`src/rtl/circuit2_seq_ctrl.sv`:
```
// circuit2_seq_ctrl: multi-cycle circuit_2 dataflow sharing one add/sub unit and one comparator
module circuit2_seq_ctrl #(
  parameter int DATAWIDTH = 32
) (
  input  logic                 Clk,
  input  logic                 Rst,
  input  logic                 start,
  input  logic [DATAWIDTH-1:0] a,
  input  logic [DATAWIDTH-1:0] b,
  input  logic [DATAWIDTH-1:0] c,
  output logic                 busy,
  output logic                 done,
  output logic [DATAWIDTH-1:0] x,
  output logic [DATAWIDTH-1:0] z,
  output logic [2:0]           state
);
  typedef enum logic [2:0] {IDLE = 3'd0, ADD1 = 3'd1, ADD2 = 3'd2, SUB = 3'd3, OUT = 3'd4} state_t;
  state_t st;
  logic [DATAWIDTH-1:0] a_r, b_r, c_r, d, e, f, op_b, alu, g, h;
  logic lt, eq;
  // shared add/sub unit: second operand is c only in ADD2, subtract only in SUB
  always_comb begin
    op_b = (st == ADD2) ? c_r : b_r;
    alu  = (st == SUB) ? a_r - op_b : a_r + op_b;
    g    = lt ? e : d;
    h    = eq ? f : g;
  end
  assign busy  = st != IDLE;
  assign state = st;
  // sequencer: one shared-unit operation per cycle, results registered in OUT
  always_ff @(posedge Clk or posedge Rst) begin
    if (Rst) begin
      st   <= IDLE;
      done <= 1'b0;
      x    <= '0;
      z    <= '0;
      a_r  <= '0;
      b_r  <= '0;
      c_r  <= '0;
      d    <= '0;
      e    <= '0;
      f    <= '0;
      lt   <= 1'b0;
      eq   <= 1'b0;
    end else begin
      done <= 1'b0;
      case (st)
        IDLE: if (start) begin
          a_r <= a;
          b_r <= b;
          c_r <= c;
          st  <= ADD1;
        end
        ADD1: begin
          d  <= alu;
          st <= ADD2;
        end
        ADD2: begin
          e  <= alu;
          st <= SUB;
        end
        SUB: begin
          f  <= alu;
          lt <= d < e;
          eq <= d == e;
          st <= OUT;
        end
        OUT: begin
          x    <= g << lt;
          z    <= h >> eq;
          done <= 1'b1;
          st   <= IDLE;
        end
        default: st <= IDLE;
      endcase
    end
  end
endmodule

```
`config.mk`:
```
export PLATFORM = sky130hd
export DESIGN_NAME = circuit2_seq_ctrl
export DESIGN_NICKNAME = d
export VERILOG_FILES = /design/src/rtl/circuit2_seq_ctrl.sv
export SDC_FILE = /design/constraint.sdc
export NUM_CORES = 1
export LEC_CHECK = 0
export CORE_ASPECT_RATIO = 0.5
export CORE_MARGIN = 2
export CORE_UTILIZATION = 40
export CTS_CLUSTER_DIAMETER = 200
export CTS_CLUSTER_SIZE = 25
export DETAILED_ROUTE_END_ITERATION = 12
export DONT_BUFFER_PORTS = 1
export PLACE_DENSITY_LB_ADDON = 0.1
export SETUP_SLACK_MARGIN = 0.4
export SLEW_MARGIN = 40
export SYNTH_ARGS = -nofsm -noshare
export SYNTH_HDL_FRONTEND = slang
export SYNTH_SLANG_ARGS = --single-unit
```
`constraint.sdc`:
```
create_clock -name Clk -period 22.1 [get_ports Clk]
set_input_delay 1.105 -clock Clk [delete_from_list [all_inputs] [get_ports Clk]]
set_output_delay 1.105 -clock Clk [all_outputs]
set_load 0.03 [all_outputs]
```
==> impl_metrics.json, run 1 <==
{
  "dieArea_mm2": 0.03589,
  "ctsHtreeMaxLevel": 1,
  "outcome": "finished, final reports clean",
  "synth_top_area_share": 0.4760,
  "rrSetupSlack_ns": 16.75,
  "ioPinCount": 168,
  "nets": 1539,
  "grt_pass1_vias": 9695,
  "coreArea_mm2": 0.03340,
  "start_util": 0.4108,
  "finalCriticalPeriod_ns": 5.347,
  "hold_class": "flip-flop to flip-flop",
  "clock_sinks": 261,
  "synthArstFlopShare": 1.000,
  "overflow": 0,
  "ys_warn_count": 0,
  "grt_setup_unrepaired": "no",
  "yosysUniqueCellTypes": 58,
  "finalSetupTns_ns": 0,
  "clockBufferDepth": 3,
  "worstPathMaxFanout": 83,
  "ant_nets": 0,
  "synth-seq-area-share": 0.4760,
  "drtPass1Iterations": 5,
  "synth_enable_flop_cells": 0,
  "cpMaxStageDelayCell": "dfrtp_1",
  "grt_max_degree": 106,
  "setup_viol": 0,
  "fin_worst_skew_ns": 0.02039,
  "clk_pin_slew_ns": 0.11,
  "wl_per_cell_um": 19.68,
  "rr_endpoint": "e[28]",
  "die_h_um": 135.0,
  "rr_startpoint": "state[1]",
  "synth.net_count": 1585,
  "seq_area_mm2": 0.006536,
  "vias_per_cell": 5.456,
  "antenna_found_initial": 5,
  "fmax_ghz": 0.1870,
  "cp-start-kind": "flip-flop",
  "synth.area.top_cells": "dfrtp_1 (48%), mux2_2 (7.9%), a21oi_1 (6.3%), ha_1 (5.7%), o21ai_0 (5.6%)",
  "netlist_instances": 1422,
  "holdPathEnd": "f[15]",
  "syn_avg_cell_area_um2": 9.650,
  "hold_ws_ns": 0.4893,
  "cp_num_buf_inv": 1,
  "final_cells": 1821,
  "crit_required_ns": 22.48,
  "yosys.area.top_type": "dfrtp_1",
  "dominantRegCellSynth": "dfrtp_1",
  "clock-root-buffer": "clkbuf_16",
  "clk_latency_ns": 0.51,
  "dp.cells": 1801,
  "totalWireLength_um": 35840,
  "cts_setup_buffers": 0,
  "postCtsHoldBufs": 0,
  "cp-end-kind": "flip-flop",
  "drt_iter0_drc": 740,
  "syn_to_final_growth_pct": 6.228,
  "grtUsageMet1": 0.3171,
  "cpLargestDelayFamily": "compound AO/OA/AOI/OAI gates",
  "grt_use_met2": 0.2895,
  "tightest_slew_ns": 0.7652,
  "maxCapViolCount": 0,
  "num-fill-cells": 3247,
  "worstHoldStart": "f[15]",
  "met3_usage": 0.04431,
  "dp_hpwl_um": 26350,
  "crit_top_cell": "o21ai_0",
  "finalHoldViolCount": 0,
  "cts_buffers": 14,
  "synth_common_cells": "dfrtp_1 (261), nand2_1 (188), a21oi_1 (172)",
  "grt_use_total": 0.2038,
  "die_w_um": 265.9,
  "synth_seq_cells": 261,
  "gp_congestion": 0.8984,
  "fin_crit_sh": 0.2419,
  "rr_worst_depth": 17,
  "yosysMostFrequentCell": "dfrtp_1",
  "busiest_layer": "met1",
  "slowest_delay_ns": 0.69,
  "crit_path_cell_trace": "or3b_4, buf_6, nor4_4, o22ai_1, a21oi_1, nand2_1, o21ai_0, xnor2_1, ha_1, a21oi_1, o21ai_0, a211o_1, o2111ai_1, nand3_1, a31oi_1, xor2_1, o21ai_0",
  "multiInputGateArea_mm2": 0.006769,
  "syn_area_mm2": 0.01372,
  "maxSlewViolCount": 0,
  "holdPathStages": 2,
  "criticalPathCategory": "flip-flop to flip-flop",
  "cts_tree": "built",
  "drive_gt1_frac": 0.1024,
  "io_buffers": 0,
  "grt_pass1_wl_um": 57400,
  "arrival_ns": 5.73,
  "num_rows": 47,
  "post_cts_resized": 0,
  "drc": 0,
  "num_vias": 9935,
  "max_slew_margin": 0.4899
}
-- registers in the layout, indices dropped and copies added (netlist names), 31 cells and up --
| signal | count |
|---|---|
| a_r | 32 |
| b_r | 32 |
| c_r | 32 |
| d | 32 |
| e | 32 |
| f | 31 |
| x | 32 |
| z | 32 |
-- how the worst max path moves through the flow --
stage | start | to | slack [ns] | cells past startpoint
after floorplan | Rst | a_r[0] | 13.81 | 1
final | state[1] | e[28] | 16.75 | 17
after global routing | state[1] | e[28] | 16.22 | 17
after CTS | state[2] | e[28] | 16.68 | 14
after global placement | state[1] | e[28] | 16.75 | 17
after detailed placement | state[2] | e[28] | 16.69 | 14
-- worst min-delay path, cell delays in order, from the launching register on --
cell	delay, ns
dfrtp_1	0.35
nand2_1	0.05
o21ai_0	0.06
-- kinds of logic after synthesis --
kind of cell,count (synthesis),share of synthesized area
mux,124,0.09921
xor+xnor,62,0.03957
simple gates,392,0.1300
compound gates,403,0.1643
flops,261,0.4760
buf+inv,116,0.03200
fa+ha+maj,64,0.05890
-- metrics by stage --
stage / setup slack (ns) / area, um^2 / util
floorplan: 13.81 / 13720 / -
global placement: 16.75 / 14100 / 0.4221
detailed placement: 16.69 / 14170 / 0.4241
CTS: 16.68 / 14560 / 0.4360
global route: 16.22 / 14580 / 0.4364
finish: 16.75 / 14580 / 0.4364
-- layer usage --
| metal | routed length, um | part of all wire |
|---|---|---|
| met2 | 14730 | 0.41 |
| met3 | 2234 | 0.062 |
| met4 | 609 | 0.017 |
| met1 | 18240 | 0.51 |
| met5 | 13 | 0.00036 |
-- cell type report --
| cell class | instances | share of cell area |
|---|---|---|
| Timing Repair Buffer | 10 | 0.009700 |
| Sequential cell | 261 | 0.4484 |
| Inverter | 44 | 0.01202 |
| Tap cell | 441 | 0.03785 |
| Antenna cell | 3 | 0.0005150 |
| Multi-Input combinational cell | 1045 | 0.4644 |
| Clock inverter | 1 | 0.001116 |
| Clock buffer | 16 | 0.02601 |
-- layout by cell type (no fill, tap or decap), drive strengths merged, types with 5 or more instances in the layout --
master / count
a21o: 24
a21oi: 173
a31oi: 5
and3: 7
buf: 9
clkbuf: 17
dfrtp: 261
ha: 63
inv: 44
mux2: 96
mux2i: 28
nand2: 188
nand4: 9
nor2: 90
nor2b: 39
nor3: 24
nor4: 11
o2111ai: 6
o211ai: 5
o21a: 8
o21ai: 154
o31ai: 9
or3: 8
xnor2: 28
xor2: 34
Power of run 1 is left out: the tool's default activity adds up to more than one toggle a clock period on the data nets, which glitch-free logic cannot reach.
==> run 2, diff against run 1 <==
clock period = 4.7 ns   (was 22.1 ns; I/O delays follow)
==> impl_metrics.json, run 2 (synthesis gave the netlist of run 1 again) <==
{
  "clock_sinks": 261,
  "fin_worst_skew_ns": 0.03024,
  "dp_hpwl_um": 26530,
  "clk_pin_slew_ns": 0.11,
  "clockBufferDepth": 3,
  "maxSlewViolCount": 0,
  "cp-start-kind": "flip-flop",
  "clock-root-buffer": "clkbuf_16",
  "num_vias": 10344,
  "nets": 1673,
  "drt_iter0_drc": 643,
  "tightest_slew_ns": 0.7529,
  "worstPathMaxFanout": 5,
  "fmax_ghz": 0.2376,
  "fin_crit_sh": 0.8956,
  "start_util": 0.4108,
  "cts_tree": "built",
  "maxCapViolCount": 0,
  "grt_setup_unrepaired": "no",
  "finalHoldViolCount": 0,
  "ioPinCount": 168,
  "max_slew_margin": 0.4980,
  "ctsHtreeMaxLevel": 1,
  "finalCriticalPeriod_ns": 4.210,
  "grt_pass1_vias": 10058,
  "cpMaxStageDelayCell": "or4_4",
  "totalWireLength_um": 36520,
  "dieArea_mm2": 0.03589,
  "antenna_found_initial": 3,
  "vias_per_cell": 5.288,
  "rrSetupSlack_ns": 0.49,
  "io_buffers": 0,
  "grt_use_total": 0.2040,
  "crit_top_cell": "a21oi_1",
  "crit_path_cell_trace": "or4_4, or3_1, o31ai_2, o21a_1, nor2_1, xor2_1, ha_2, a21oi_1, o21ai_0, a21oi_1, nand2_1, a21o_1, a21oi_1, xor2_2, buf_4, o21ai_0",
  "die_w_um": 265.9,
  "finalSetupTns_ns": 0,
  "coreArea_mm2": 0.03340,
  "cp_num_buf_inv": 1,
  "drc": 0,
  "wl_per_cell_um": 18.67,
  "slowest_delay_ns": 0.56,
  "grt_pass1_wl_um": 57660,
  "outcome": "finished, final reports clean",
  "final_common_cell": "dfrtp_1",
  "overflow": 0,
  "most-common-layout-cells": "dfrtp_1 (257), nand2_1 (186), a21oi_1 (168), o21ai_0 (150), dlygate4sd3_1 (98)",
  "clk_latency_ns": 0.52,
  "drive_gt1_frac": 0.1316,
  "grt_max_degree": 139,
  "cp-end-kind": "flip-flop",
  "gp_congestion": 0.8976,
  "drtPass1Iterations": 5,
  "syn_to_final_growth_pct": 16.43,
  "die_h_um": 135.0,
  "crit_required_ns": 5.08,
  "setup_viol": 0,
  "criticalPathCategory": "flip-flop to flip-flop",
  "hold_class": "input pin to asynchronous set/reset pin",
  "cpLargestDelayFamily": "compound AO/OA/AOI/OAI gates",
  "num_rows": 47,
  "ant_nets": 0,
  "arrival_ns": 4.59,
  "cts_buffers": 14
}
[run 2: changes by cell type in the layout (fill, tap and decap cells not counted), moves of 4 or more]
cell / before / now
a21oi_1: 172 / 168
ha_1: 63 / 59
buf_4: 4 / 39
xor2_1: 34 / 30
xor2_2: 0 / 4
o21ai_1: 0 / 4
o21ai_0: 154 / 150
dlygate4sd3_1: 0 / 98
[run 2: final timing paths]
| kind | start | end | cells past startpoint |
|---|---|---|---|
| max | b_r[1] | d[16] | 16 |
| min reg2reg | f[1] | f[1] | 2 |
| max reg2reg | b_r[1] | d[16] | 16 |
| min in group Clk | b[15] | b_r[15] | 2 |
| min | Rst | z[10] | 2 |
| max in group asynchronous | Rst | a_r[28] | 4 |
[run 2: repair_timing]
action	CTS	global route
gates cloned	0	0
hold buffers	98	0
setup endpoints to repair	20	51
pin swaps	2	15
hold endpoints to repair	120	0
resized for setup	3	32
setup buffers	1	20
[run 2: final cells by class]
class                      count  area [um^2]
clock inverter                 1        16.27
fill                        3152        17430
sequential                   261         6541
tap                          441        551.8
multi-input combinational   1045         6908
inverter                      44        171.4
clock buffer                  17        382.9
timing repair buffer         144         1398
antenna                        3        7.507
[run 2: stage by stage]
step	utilization	std cells	hold WS, ns	area [um^2]	worst slack (ns)
after detailed placement	0.4264	1815	0.2053	14240	0.2479
final	0.4783	1956	0.2533	15980	0.4905
after global placement	0.4260	1815	0.1987	14230	0.4315
after floorplan	-	1422	0.3518	13730	0.4908
after global routing	0.4782	1955	0.2884	15970	0.3701
after CTS	0.4684	1932	0.2584	15650	0.4075
[run 2: worst register-to-register path, delay by kind of cell (launching register included)]
| kind | cells | cell delay (ns) |
|---|---|---|
| AOI/OAI and AO/OA | 8 | 1.36 |
| xor gates and xnor gates | 2 | 0.65 |
| adders and majority gates | 1 | 0.38 |
| buffers and inverters | 1 | 0.19 |
| DFF | 1 | 0.44 |
| and+or+nand+nor | 4 | 1.07 |
[run 2: metal layers]
metal	up-vias	track usage	part of all wire
met5	-	0	0
met4	0	0.03090	0.014
met3	31	0.02881	0.041
met2	186	0.3029	0.42
met1	4981	0.3196	0.52
li1	5146	-	-
Power of run 2 is left out for the same reason.
==> run 3, diff against run 2 <==
CAP_MARGIN = 15   (was default)
PLACE_DENSITY = 0.65   (was default)
PLACE_DENSITY_LB_ADDON = default   (was 0.1)
==> impl_metrics.json, run 3 (synthesis gave the netlist of run 1 again) <==
{
  "antenna_found_initial": 0,
  "worstPathMaxFanout": 6,
  "clock_sinks": 261,
  "dp_hpwl_um": 25840,
  "num_vias": 10654,
  "fin_area_mm2": 0.01599,
  "rr_endpoint": "d[16]",
  "clock-root-buffer": "clkbuf_16",
  "arrival_ns": 4.57,
  "fin_crit_sh": 0.8932,
  "grt_setup_unrepaired": "no",
  "nets": 1672,
  "hold_ws_ns": 0.1618,
  "syn_to_final_growth_pct": 16.55,
  "tightest_slew_ns": 0.7778,
  "gp_congestion": 0.9041,
  "cts_tree": "built",
  "grt_pass1_vias": 10316,
  "cp-start-kind": "flip-flop",
  "ctsHtreeMaxLevel": 1,
  "maxSlewViolCount": 0,
  "finalHoldViolCount": 0,
  "seq_area_mm2": 0.006539,
  "num-fill-cells": 3081,
  "die_h_um": 135.0,
  "setup_viol": 0,
  "grt_pass1_wl_um": 56840,
  "diodes": 0,
  "slowest_delay_ns": 0.58,
  "drive_gt1_frac": 0.1383,
  "overflow": 0,
  "totalWireLength_um": 36050,
  "crit_top_cell": "a21oi_1",
  "grt_use_total": 0.1971,
  "clk_latency_ns": 0.51,
  "crit_end": "d[16]",
  "dieArea_mm2": 0.03589,
  "outcome": "finished, final reports clean",
  "wl_per_cell_um": 18.47,
  "final_common_cell": "dfrtp_1",
  "clk_pin_slew_ns": 0.10,
  "multiInputGateArea_mm2": 0.006954,
  "maxCapViolCount": 0,
  "coreArea_mm2": 0.03340,
  "rr_startpoint": "b_r[0]",
  "start_util": 0.4108,
  "finalCriticalPeriod_ns": 4.198,
  "hold_class": "input pin to asynchronous set/reset pin",
  "vias_per_cell": 5.458,
  "place_area_mm2": 0.01421,
  "fin_worst_skew_ns": 0.02164,
  "critical_path.startpoint": "b_r[0]",
  "drt_iter0_drc": 812,
  "rrSetupSlack_ns": 0.50,
  "ant_nets": 0,
  "cp-end-kind": "flip-flop",
  "max_slew_margin": 0.4815,
  "finalSetupTns_ns": 0,
  "grt_max_degree": 98,
  "clockBufferDepth": 3,
  "die_w_um": 265.9,
  "io_buffers": 0,
  "crit_path_cell_trace": "or4_4, or3_1, o31ai_1, o21a_1, nor2_1, xor2_1, ha_2, a21oi_1, o21ai_0, a21oi_1, nand2_1, a21o_1, a21oi_1, xor2_1, o21ai_0",
  "cpMaxStageDelayCell": "or4_4",
  "rr_worst_depth": 15,
  "ioPinCount": 168,
  "num_rows": 47,
  "fmax_ghz": 0.2382,
  "most-common-layout-cells": "dfrtp_1 (257), nand2_1 (185), a21oi_1 (166), o21ai_0 (149), dlygate4sd3_1 (98)",
  "drtPass1Iterations": 5,
  "finish.utilization": 0.4788,
  "drc": 0,
  "criticalPathCategory": "flip-flop to flip-flop",
  "crit_required_ns": 5.07,
  "cts_buffers": 14
}
## run 3: through the flow
stage	instances	setup slack [ns]
final	1952	0.5017
after global placement	1809	0.4437
after floorplan	1422	0.4908
after detailed placement	1810	0.3326
after CTS	1926	0.4086
after global routing	1952	0.3329
## run 3: worst min-delay path by stage
stage | slack (ns) | to | startpoint
after global routing | 0.18 | c_r[5] | Rst
after global placement | 0.28 | c_r[5] | Rst
after detailed placement | 0.30 | c_r[5] | Rst
final | 0.16 | b_r[4] | Rst
after CTS | 0.36 | c_r[5] | Rst
after floorplan | 0.35 | a_r[0] | a[0]
## run 3: final cells by class
cell class                      count  area share
Tap cell                          441     0.03450
Inverter                           44     0.01072
Clock buffer                       17     0.02394
Multi-Input combinational cell   1046      0.4348
Clock inverter                      1    0.001017
Timing Repair Buffer              142     0.08614
Sequential cell                   261      0.4089
## run 3: critical path: cells and delay by family (launching register included)
kind                       cells  cell delay (ns)
AOI/OAI and AO/OA              8             1.41
and+or+nand+nor                4             1.04
xor gates and xnor gates       2             0.80
DFF                            1             0.44
adders and majority gates      1             0.36
## run 3: per-layer routing
layer	routed length, um	GRT usage	share of wire
met2	16900	0.3258	0.47
met3	1517	0.02753	0.042
met1	17010	0.2807	0.47
met4	612	0.03371	0.017
met5	0	0	0
## run 3: repair_timing
action                                  in CTS  in global routing
hold buffers                                98                  0
endpoints found under the setup margin      15                 51
cloned                                       0                  1
hold endpoints to repair                   129                  0
buffers inserted                             0                 24
pin swaps                                    0                 17
resized for setup                            4                 42
Power of run 3 is left out for the same reason.
